<file path="src/rtl/register_file_scb_pkg.sv">
// Shared definitions for the register file with busy scoreboard:
// default geometry, the register index width and the read-source selector.
package register_file_scb_pkg;

  localparam int unsigned DEF_WORD_SIZE = 16;
  localparam int unsigned DEF_NUM_REGS  = 4;
  localparam int unsigned REG_ADDR_W    = $clog2(DEF_NUM_REGS);

  // Where a read port takes its data from in the current cycle.
  typedef enum logic [1:0] {
    SRC_REG  = 2'd0,
    SRC_WR0  = 2'd1,
    SRC_WR1  = 2'd2,
    SRC_ZERO = 2'd3
  } rd_src_e;

endpackage

</file>
<file path="src/rtl/register_file_scb_if.sv">
// Decode-stage bus of the register file: two read ports, two write ports,
// destination reservation, flush and scoreboard status.
interface register_file_scb_if
  import register_file_scb_pkg::*;
#(
  parameter int unsigned WORD_SIZE = DEF_WORD_SIZE,
  parameter int unsigned ADDR_W    = REG_ADDR_W
);
  logic [ADDR_W-1:0]    readReg1;
  logic [ADDR_W-1:0]    readReg2;
  logic [WORD_SIZE-1:0] readData1;
  logic [WORD_SIZE-1:0] readData2;
  logic                 readBusy1;
  logic                 readBusy2;
  logic                 wrEn0;
  logic [ADDR_W-1:0]    wrReg0;
  logic [WORD_SIZE-1:0] wrData0;
  logic                 wrEn1;
  logic [ADDR_W-1:0]    wrReg1;
  logic [WORD_SIZE-1:0] wrData1;
  logic                 reserveEn;
  logic [ADDR_W-1:0]    reserveReg;
  logic                 flush;
  logic [ADDR_W:0]      busyCount;
  logic                 anyBusy;

  modport master (
    output readReg1, readReg2, wrEn0, wrReg0, wrData0, wrEn1, wrReg1, wrData1,
           reserveEn, reserveReg, flush,
    input  readData1, readData2, readBusy1, readBusy2, busyCount, anyBusy
  );

  modport slave (
    input  readReg1, readReg2, wrEn0, wrReg0, wrData0, wrEn1, wrReg1, wrData1,
           reserveEn, reserveReg, flush,
    output readData1, readData2, readBusy1, readBusy2, busyCount, anyBusy
  );
endinterface

</file>
<file path="src/rtl/register_file_scb_scoreboard.sv">
// Per-register busy scoreboard: flush, then write-clear, then reserve-set,
// with a registered population count of the resulting busy vector.
module reg_scoreboard #(
  parameter int unsigned NUM_REGS = 4,
  parameter int unsigned ADDR_W   = 2,
  parameter bit          BYPASS   = 1'b1,
  parameter bit          ZERO_REG = 1'b0
) (
  input  logic              clk,
  input  logic              reset_n,
  input  logic [ADDR_W-1:0] readReg1_i,
  input  logic [ADDR_W-1:0] readReg2_i,
  input  logic              wrEn0_i,
  input  logic [ADDR_W-1:0] wrReg0_i,
  input  logic              wrEn1_i,
  input  logic [ADDR_W-1:0] wrReg1_i,
  input  logic              reserveEn_i,
  input  logic [ADDR_W-1:0] reserveReg_i,
  input  logic              flush_i,
  output logic              readBusy1_o,
  output logic              readBusy2_o,
  output logic [ADDR_W:0]   busyCount_o,
  output logic              anyBusy_o
);

  logic [NUM_REGS-1:0] busy_q, busy_d;
  logic [ADDR_W:0]     busyCount_q, busyCount_d;

  // Next busy vector; reserve is applied last so a new producer wins.
  always_comb begin
    busy_d = busy_q;
    if (flush_i)     busy_d = '0;
    if (wrEn0_i)     busy_d[wrReg0_i] = 1'b0;
    if (wrEn1_i)     busy_d[wrReg1_i] = 1'b0;
    if (reserveEn_i) busy_d[reserveReg_i] = 1'b1;
    if (ZERO_REG)    busy_d[0] = 1'b0;
    busyCount_d = '0;
    for (int unsigned i = 0; i < NUM_REGS; i++)
      busyCount_d = busyCount_d + (ADDR_W+1)'(busy_d[i]);
  end

  // Busy state and count registers with synchronous reset.
  always_ff @(posedge clk) begin
    if (!reset_n) begin
      busy_q      <= '0;
      busyCount_q <= '0;
    end else begin
      busy_q      <= busy_d;
      busyCount_q <= busyCount_d;
    end
  end

  // Operand busy flags; a same-cycle write satisfies the operand when bypassing.
  always_comb begin
    readBusy1_o = busy_q[readReg1_i];
    readBusy2_o = busy_q[readReg2_i];
    if (BYPASS) begin
      if ((wrEn0_i && wrReg0_i == readReg1_i) || (wrEn1_i && wrReg1_i == readReg1_i))
        readBusy1_o = 1'b0;
      if ((wrEn0_i && wrReg0_i == readReg2_i) || (wrEn1_i && wrReg1_i == readReg2_i))
        readBusy2_o = 1'b0;
    end
  end

  assign busyCount_o = busyCount_q;
  assign anyBusy_o   = (busyCount_q != '0);

endmodule

</file>
<file path="src/rtl/register_file_scb.sv">
// Two-read/two-write register file with optional write bypass, optional
// hardwired zero register and a busy scoreboard for hazard detection.
module register_file_scb
  import register_file_scb_pkg::*;
#(
  parameter int unsigned WORD_SIZE = DEF_WORD_SIZE,
  parameter int unsigned NUM_REGS  = DEF_NUM_REGS,
  parameter int unsigned ADDR_W    = $clog2(NUM_REGS),
  parameter bit          BYPASS    = 1'b1,
  parameter bit          ZERO_REG  = 1'b0
) (
  input logic                clk,
  input logic                reset_n,
  register_file_scb_if.slave bus
);

  logic [WORD_SIZE-1:0] regs_q [NUM_REGS];
  logic [WORD_SIZE-1:0] regs_d [NUM_REGS];
  rd_src_e              src1, src2;

  function automatic rd_src_e rd_src(input logic [ADDR_W-1:0] a,
                                     input logic e0, input logic [ADDR_W-1:0] r0,
                                     input logic e1, input logic [ADDR_W-1:0] r1);
    if (ZERO_REG && a == '0)          return SRC_ZERO;
    else if (BYPASS && e1 && r1 == a) return SRC_WR1;
    else if (BYPASS && e0 && r0 == a) return SRC_WR0;
    else                              return SRC_REG;
  endfunction

  // Next register contents; port 1 is applied after port 0 so it wins a collision.
  always_comb begin
    regs_d = regs_q;
    if (bus.wrEn0 && !(ZERO_REG && bus.wrReg0 == '0)) regs_d[bus.wrReg0] = bus.wrData0;
    if (bus.wrEn1 && !(ZERO_REG && bus.wrReg1 == '0)) regs_d[bus.wrReg1] = bus.wrData1;
  end

  // Storage array with synchronous reset.
  always_ff @(posedge clk) begin
    if (!reset_n) begin
      for (int unsigned i = 0; i < NUM_REGS; i++) regs_q[i] <= '0;
    end else begin
      regs_q <= regs_d;
    end
  end

  // Read muxes: zero register, then port-1 and port-0 forwarding, then storage.
  always_comb begin
    src1 = rd_src(bus.readReg1, bus.wrEn0, bus.wrReg0, bus.wrEn1, bus.wrReg1);
    src2 = rd_src(bus.readReg2, bus.wrEn0, bus.wrReg0, bus.wrEn1, bus.wrReg1);
    case (src1)
      SRC_WR1:  bus.readData1 = bus.wrData1;
      SRC_WR0:  bus.readData1 = bus.wrData0;
      SRC_ZERO: bus.readData1 = '0;
      default:  bus.readData1 = regs_q[bus.readReg1];
    endcase
    case (src2)
      SRC_WR1:  bus.readData2 = bus.wrData1;
      SRC_WR0:  bus.readData2 = bus.wrData0;
      SRC_ZERO: bus.readData2 = '0;
      default:  bus.readData2 = regs_q[bus.readReg2];
    endcase
  end

  reg_scoreboard #(
    .NUM_REGS (NUM_REGS),
    .ADDR_W   (ADDR_W),
    .BYPASS   (BYPASS),
    .ZERO_REG (ZERO_REG)
  ) u_scb (
    .clk          (clk),
    .reset_n      (reset_n),
    .readReg1_i   (bus.readReg1),
    .readReg2_i   (bus.readReg2),
    .wrEn0_i      (bus.wrEn0),
    .wrReg0_i     (bus.wrReg0),
    .wrEn1_i      (bus.wrEn1),
    .wrReg1_i     (bus.wrReg1),
    .reserveEn_i  (bus.reserveEn),
    .reserveReg_i (bus.reserveReg),
    .flush_i      (bus.flush),
    .readBusy1_o  (bus.readBusy1),
    .readBusy2_o  (bus.readBusy2),
    .busyCount_o  (bus.busyCount),
    .anyBusy_o    (bus.anyBusy)
  );

endmodule
</file>
<file path="src/flat_wrapper.sv">
// flat-port wrapper written by rule: the top's interface ports become plain ports
module register_file_scb_flat import register_file_scb_pkg::*;
#(
  parameter int unsigned WORD_SIZE = DEF_WORD_SIZE,
  parameter int unsigned NUM_REGS  = DEF_NUM_REGS,
  parameter int unsigned ADDR_W    = $clog2(NUM_REGS),
  parameter bit          BYPASS    = 1'b1,
  parameter bit          ZERO_REG  = 1'b0
)
  (clk, reset_n, bus_readReg1, bus_readReg2, bus_wrEn0, bus_wrReg0, bus_wrData0, bus_wrEn1, bus_wrReg1, bus_wrData1, bus_reserveEn, bus_reserveReg, bus_flush, bus_readData1, bus_readData2, bus_readBusy1, bus_readBusy2, bus_busyCount, bus_anyBusy);
  register_file_scb_if #(.WORD_SIZE(WORD_SIZE), .ADDR_W(ADDR_W)) bus_i ();
  input logic clk;
  input logic reset_n;
  input wire logic [$bits(bus_i.readReg1)-1:0] bus_readReg1;
  input wire logic [$bits(bus_i.readReg2)-1:0] bus_readReg2;
  input wire logic [$bits(bus_i.wrEn0)-1:0] bus_wrEn0;
  input wire logic [$bits(bus_i.wrReg0)-1:0] bus_wrReg0;
  input wire logic [$bits(bus_i.wrData0)-1:0] bus_wrData0;
  input wire logic [$bits(bus_i.wrEn1)-1:0] bus_wrEn1;
  input wire logic [$bits(bus_i.wrReg1)-1:0] bus_wrReg1;
  input wire logic [$bits(bus_i.wrData1)-1:0] bus_wrData1;
  input wire logic [$bits(bus_i.reserveEn)-1:0] bus_reserveEn;
  input wire logic [$bits(bus_i.reserveReg)-1:0] bus_reserveReg;
  input wire logic [$bits(bus_i.flush)-1:0] bus_flush;
  output wire logic [$bits(bus_i.readData1)-1:0] bus_readData1;
  output wire logic [$bits(bus_i.readData2)-1:0] bus_readData2;
  output wire logic [$bits(bus_i.readBusy1)-1:0] bus_readBusy1;
  output wire logic [$bits(bus_i.readBusy2)-1:0] bus_readBusy2;
  output wire logic [$bits(bus_i.busyCount)-1:0] bus_busyCount;
  output wire logic [$bits(bus_i.anyBusy)-1:0] bus_anyBusy;
  assign bus_i.readReg1 = bus_readReg1;
  assign bus_i.readReg2 = bus_readReg2;
  assign bus_i.wrEn0 = bus_wrEn0;
  assign bus_i.wrReg0 = bus_wrReg0;
  assign bus_i.wrData0 = bus_wrData0;
  assign bus_i.wrEn1 = bus_wrEn1;
  assign bus_i.wrReg1 = bus_wrReg1;
  assign bus_i.wrData1 = bus_wrData1;
  assign bus_i.reserveEn = bus_reserveEn;
  assign bus_i.reserveReg = bus_reserveReg;
  assign bus_i.flush = bus_flush;
  assign bus_readData1 = bus_i.readData1;
  assign bus_readData2 = bus_i.readData2;
  assign bus_readBusy1 = bus_i.readBusy1;
  assign bus_readBusy2 = bus_i.readBusy2;
  assign bus_busyCount = bus_i.busyCount;
  assign bus_anyBusy = bus_i.anyBusy;
  register_file_scb #(.WORD_SIZE(WORD_SIZE), .NUM_REGS(NUM_REGS), .ADDR_W(ADDR_W), .BYPASS(BYPASS), .ZERO_REG(ZERO_REG)) u_core (.clk(clk), .reset_n(reset_n), .bus(bus_i));
endmodule
</file>
<file path="config.mk">
export PLATFORM = sky130hd
export DESIGN_NAME = register_file_scb_flat
export DESIGN_NICKNAME = d
export VERILOG_FILES = /design/src/rtl/register_file_scb_pkg.sv /design/src/rtl/register_file_scb_if.sv /design/src/rtl/register_file_scb_scoreboard.sv /design/src/rtl/register_file_scb.sv /design/src/flat_wrapper.sv
export SDC_FILE = /design/constraint.sdc
export NUM_CORES = 1
export LEC_CHECK = 0
export ABC_AREA = 1
export BUFFER_PORTS_ARGS = -buffer_cell sky130_fd_sc_hd__buf_2
export CELL_PAD_IN_SITES_DETAIL_PLACEMENT = 0
export CELL_PAD_IN_SITES_GLOBAL_PLACEMENT = 1
export CORE_MARGIN = 2
export CORE_UTILIZATION = 42
export CTS_CLUSTER_DIAMETER = 120
export DETAILED_ROUTE_END_ITERATION = 16
export PLACE_DENSITY_LB_ADDON = 0.15
export SLEW_MARGIN = 20
export SYNTH_ARGS = -nofsm -noshare
export SYNTH_HDL_FRONTEND = slang
export SYNTH_SLANG_ARGS = --single-unit
</file>
<file path="constraint.sdc">
create_clock -name clk -period 3.4 [get_ports clk]
set_clock_uncertainty 0.2 [all_clocks]
set_input_delay 0.17 -clock clk [delete_from_list [all_inputs] [get_ports clk]]
set_output_delay 0.17 -clock clk [all_outputs]
set_load 0.005 [all_outputs]
</file>
==> out/metrics.yaml <==
floorplan:
  die_x_um: 119
  die_height_um: 119
  io_pins: 86
  core_region_area_um2: 13100
  start_util_pct: 42.6
  num_rows: 42
  dieArea_um2: 14300
place:
  dpl.hpwl_um: 14000
  dp.cells: 1216
  numPortBuffers: 85
  gp_congestion: 0.859
power_and_ir_drop:
  power.density_nw_per_um2: 396
  vdd_drop_max_v: 0.000253
  leakage_nw: 3.67
  p_total_mw: 2.54
detailed_routing:
  vias: 6602
  detail_route.wl_per_cell_um: 16.4
  drt-vias-per-instance: 5.33
  dr.pass1.iters: 5
  drtAntennaViolNets: 0
  drc: 0
  drt_wl_total_um: 20300
  drt-initial-drc-count: 830
cells_and_area:
  final_cells: 1238
  drive_above_1_share_pct: 12.3
  n_antenna_cell: 0
  final_util_pct: 48.8
  syn_to_final_growth_pct: 14.5
  mostFrequentLayoutCells: "nand2_1 (254), nand3_1 (206), inv_1 (175), o21ai_0 (126), buf_2 (85)"
  nNetsFinal: 1108
  fillerInstances: 1488
  final_common_cell: "nand2_1"
critical_path:
  arrival_ns: 2.17
  critPathKind: "primary input to output port"
  path_max_fanout: 33
  required_ns: 3.03
  endpoint_kind: "output port"
  rrSetupSlack_ns: 1.47
  critPathLaunchType: "primary input"
clocking:
  cts-root-buf: "clkbuf_16"
  cts_resized: 0
  cts_buffer_depth: 2
  post_cts_buffers: 0
  cts_sinks: 71
  cts_hold_buf: 6
  numCtsBuffers: 9
  htree_levels: 3
  clkTransAtPathRegs_ns: 0.06
  clock_latency_ns: 0.34
  cts_tree: "yes"
grt:
  grt_pass1_vias: 5643
  grt_overflow: 0
  grt_max_degree: 51
  grt_pass1_wl_um: 32000
  grt_use_total_pct: 28.5
  antenna_found_initial: 0
timing:
  finalHoldViolCount: 0
  finalSetupTns_ns: 0
  grt_setup_unrepaired: "no"
  setup_viol: 0
  worst_slew_pin_slew_ns: 0.983
  final-max-slew-violation-count: 0
  fmax_mhz: 393
  slew_headroom_pct: 34.4
  period_needed_ns: 2.54
  fin_crit_sh_pct: 74.8
logic_synthesis:
  ys_warn_count: 0
  ys_types: 23
  yosys_register_bits: 71
  synthCells: 1007
  synth_area_um2: 5600
  ys_seq_area_share_pct: 25.4
  postSynthNetCount: 1058
  avgSynthCellArea_um2: 5.56
worst_hold_path:
  hp-class: "primary input to flip-flop"
outcome:
  status: "finished clean"
run:
  cap_violations: 0
-- synthesized netlist by cell type --
| library cell | count | area [µm²] |
|---|---|---|
| a21oi_1 | 76 | 380 |
| and2_1 | 2 | 12.5 |
| buf_2 | 29 | 145 |
| buf_4 | 5 | 37.5 |
| clkbuf_1 | 31 | 116 |
| clkbuf_2 | 2 | 10.0 |
| dfxtp_1 | 71 | 1420 |
| fa_1 | 1 | 20.0 |
| ha_1 | 2 | 25.0 |
| inv_1 | 175 | 657 |
| inv_2 | 9 | 33.8 |
| nand2_1 | 254 | 953 |
| nand3_1 | 206 | 1030 |
| nand3_2 | 3 | 30.0 |
| nand4_1 | 3 | 18.8 |
| nor2_1 | 1 | 3.75 |
| nor2_2 | 1 | 6.26 |
| nor2_4 | 1 | 11.3 |
| nor3_2 | 1 | 10.0 |
| o211ai_1 | 2 | 15.0 |
| o21ai_0 | 126 | 631 |
| o21ai_1 | 5 | 25.0 |
| or3_1 | 1 | 6.26 |
-- layer usage --
layer  vias to the layer above  global-route usage [%]  share of wire, %
met4                         0                    7.06               1.1
met1                      2941                    45.7                50
li1                       3317                       -                 -
met5                         -                       0                 0
met3                        14                    4.84                11
met2                       330                    38.6                38
-- registers in the layout (all words and copies together), names as in the netlist --
register	flops
u_core.regs_q	64
u_core.u_scb.busyCount_o	3
u_core.u_scb.busy_q	4
-- kinds of logic (layout without fill, tap and decap cells) --
group	count (synthesis)	count (layout)	synth area share, %
buffers and inverters	251	306	17.9
and+or+nand+nor	473	473	37.2
DFF	71	71	25.4
AOI/OAI and AO/OA	209	209	18.8
adders and majority gates	3	3	0.804
-- metrics by stage --
stage,area [µm²],worst slack (ns),hold WS (ns)
CTS,6410,0.901,0.0723
global placement,6060,0.907,0.205
global route,6410,0.666,0.107
floorplan,5600,1.36,0.0635
finish,6410,0.857,0.0857
detailed placement,6060,0.908,0.206
-- critical path, cell delays in order --
cell	delay [ns]
buf_2	0.11
inv_2	0.32
nand2_1	0.09
nand2_1	0.07
buf_4	0.23
nand3_2	0.58
nand2_1	0.35
a21oi_1	0.10
buf_2	0.14
-- final timing paths --
kind / start / to / depth (start not counted)
min: bus_wrData1[12] / u_core.regs_q[60]$_SDFF_PN0_ / 5
max reg2reg: u_core.u_scb.busy_q[3]$_SDFF_PN0_ / u_core.u_scb.busyCount_o[1]$_SDFF_PN0_ / 9
min reg2reg: u_core.regs_q[1]$_SDFF_PN0_ / u_core.regs_q[1]$_SDFF_PN0_ / 4
max: bus_readReg2[1] / bus_readBusy2 / 9
-- where the power goes --
part	switching [mW]	total, mW	leakage [nW]	internal (mW)
Sequential	0.0273	0.915	0.583	0.887
Clock	0.373	0.957	0.144	0.584
Combinational	0.440	0.669	2.94	0.229
-- cell type report --
class                      instances  area [µm²]  area share [%]
timing repair buffer             106         598            9.32
tap                              176         220            3.43
multi-input combinational        685        3190            49.7
clock inverter                     6        60.1           0.936
sequential                        71        1420            22.2
clock buffer                      10         239            3.73
inverter                         184         691            10.8
Note: power is estimated with default switching activity, not from simulation.
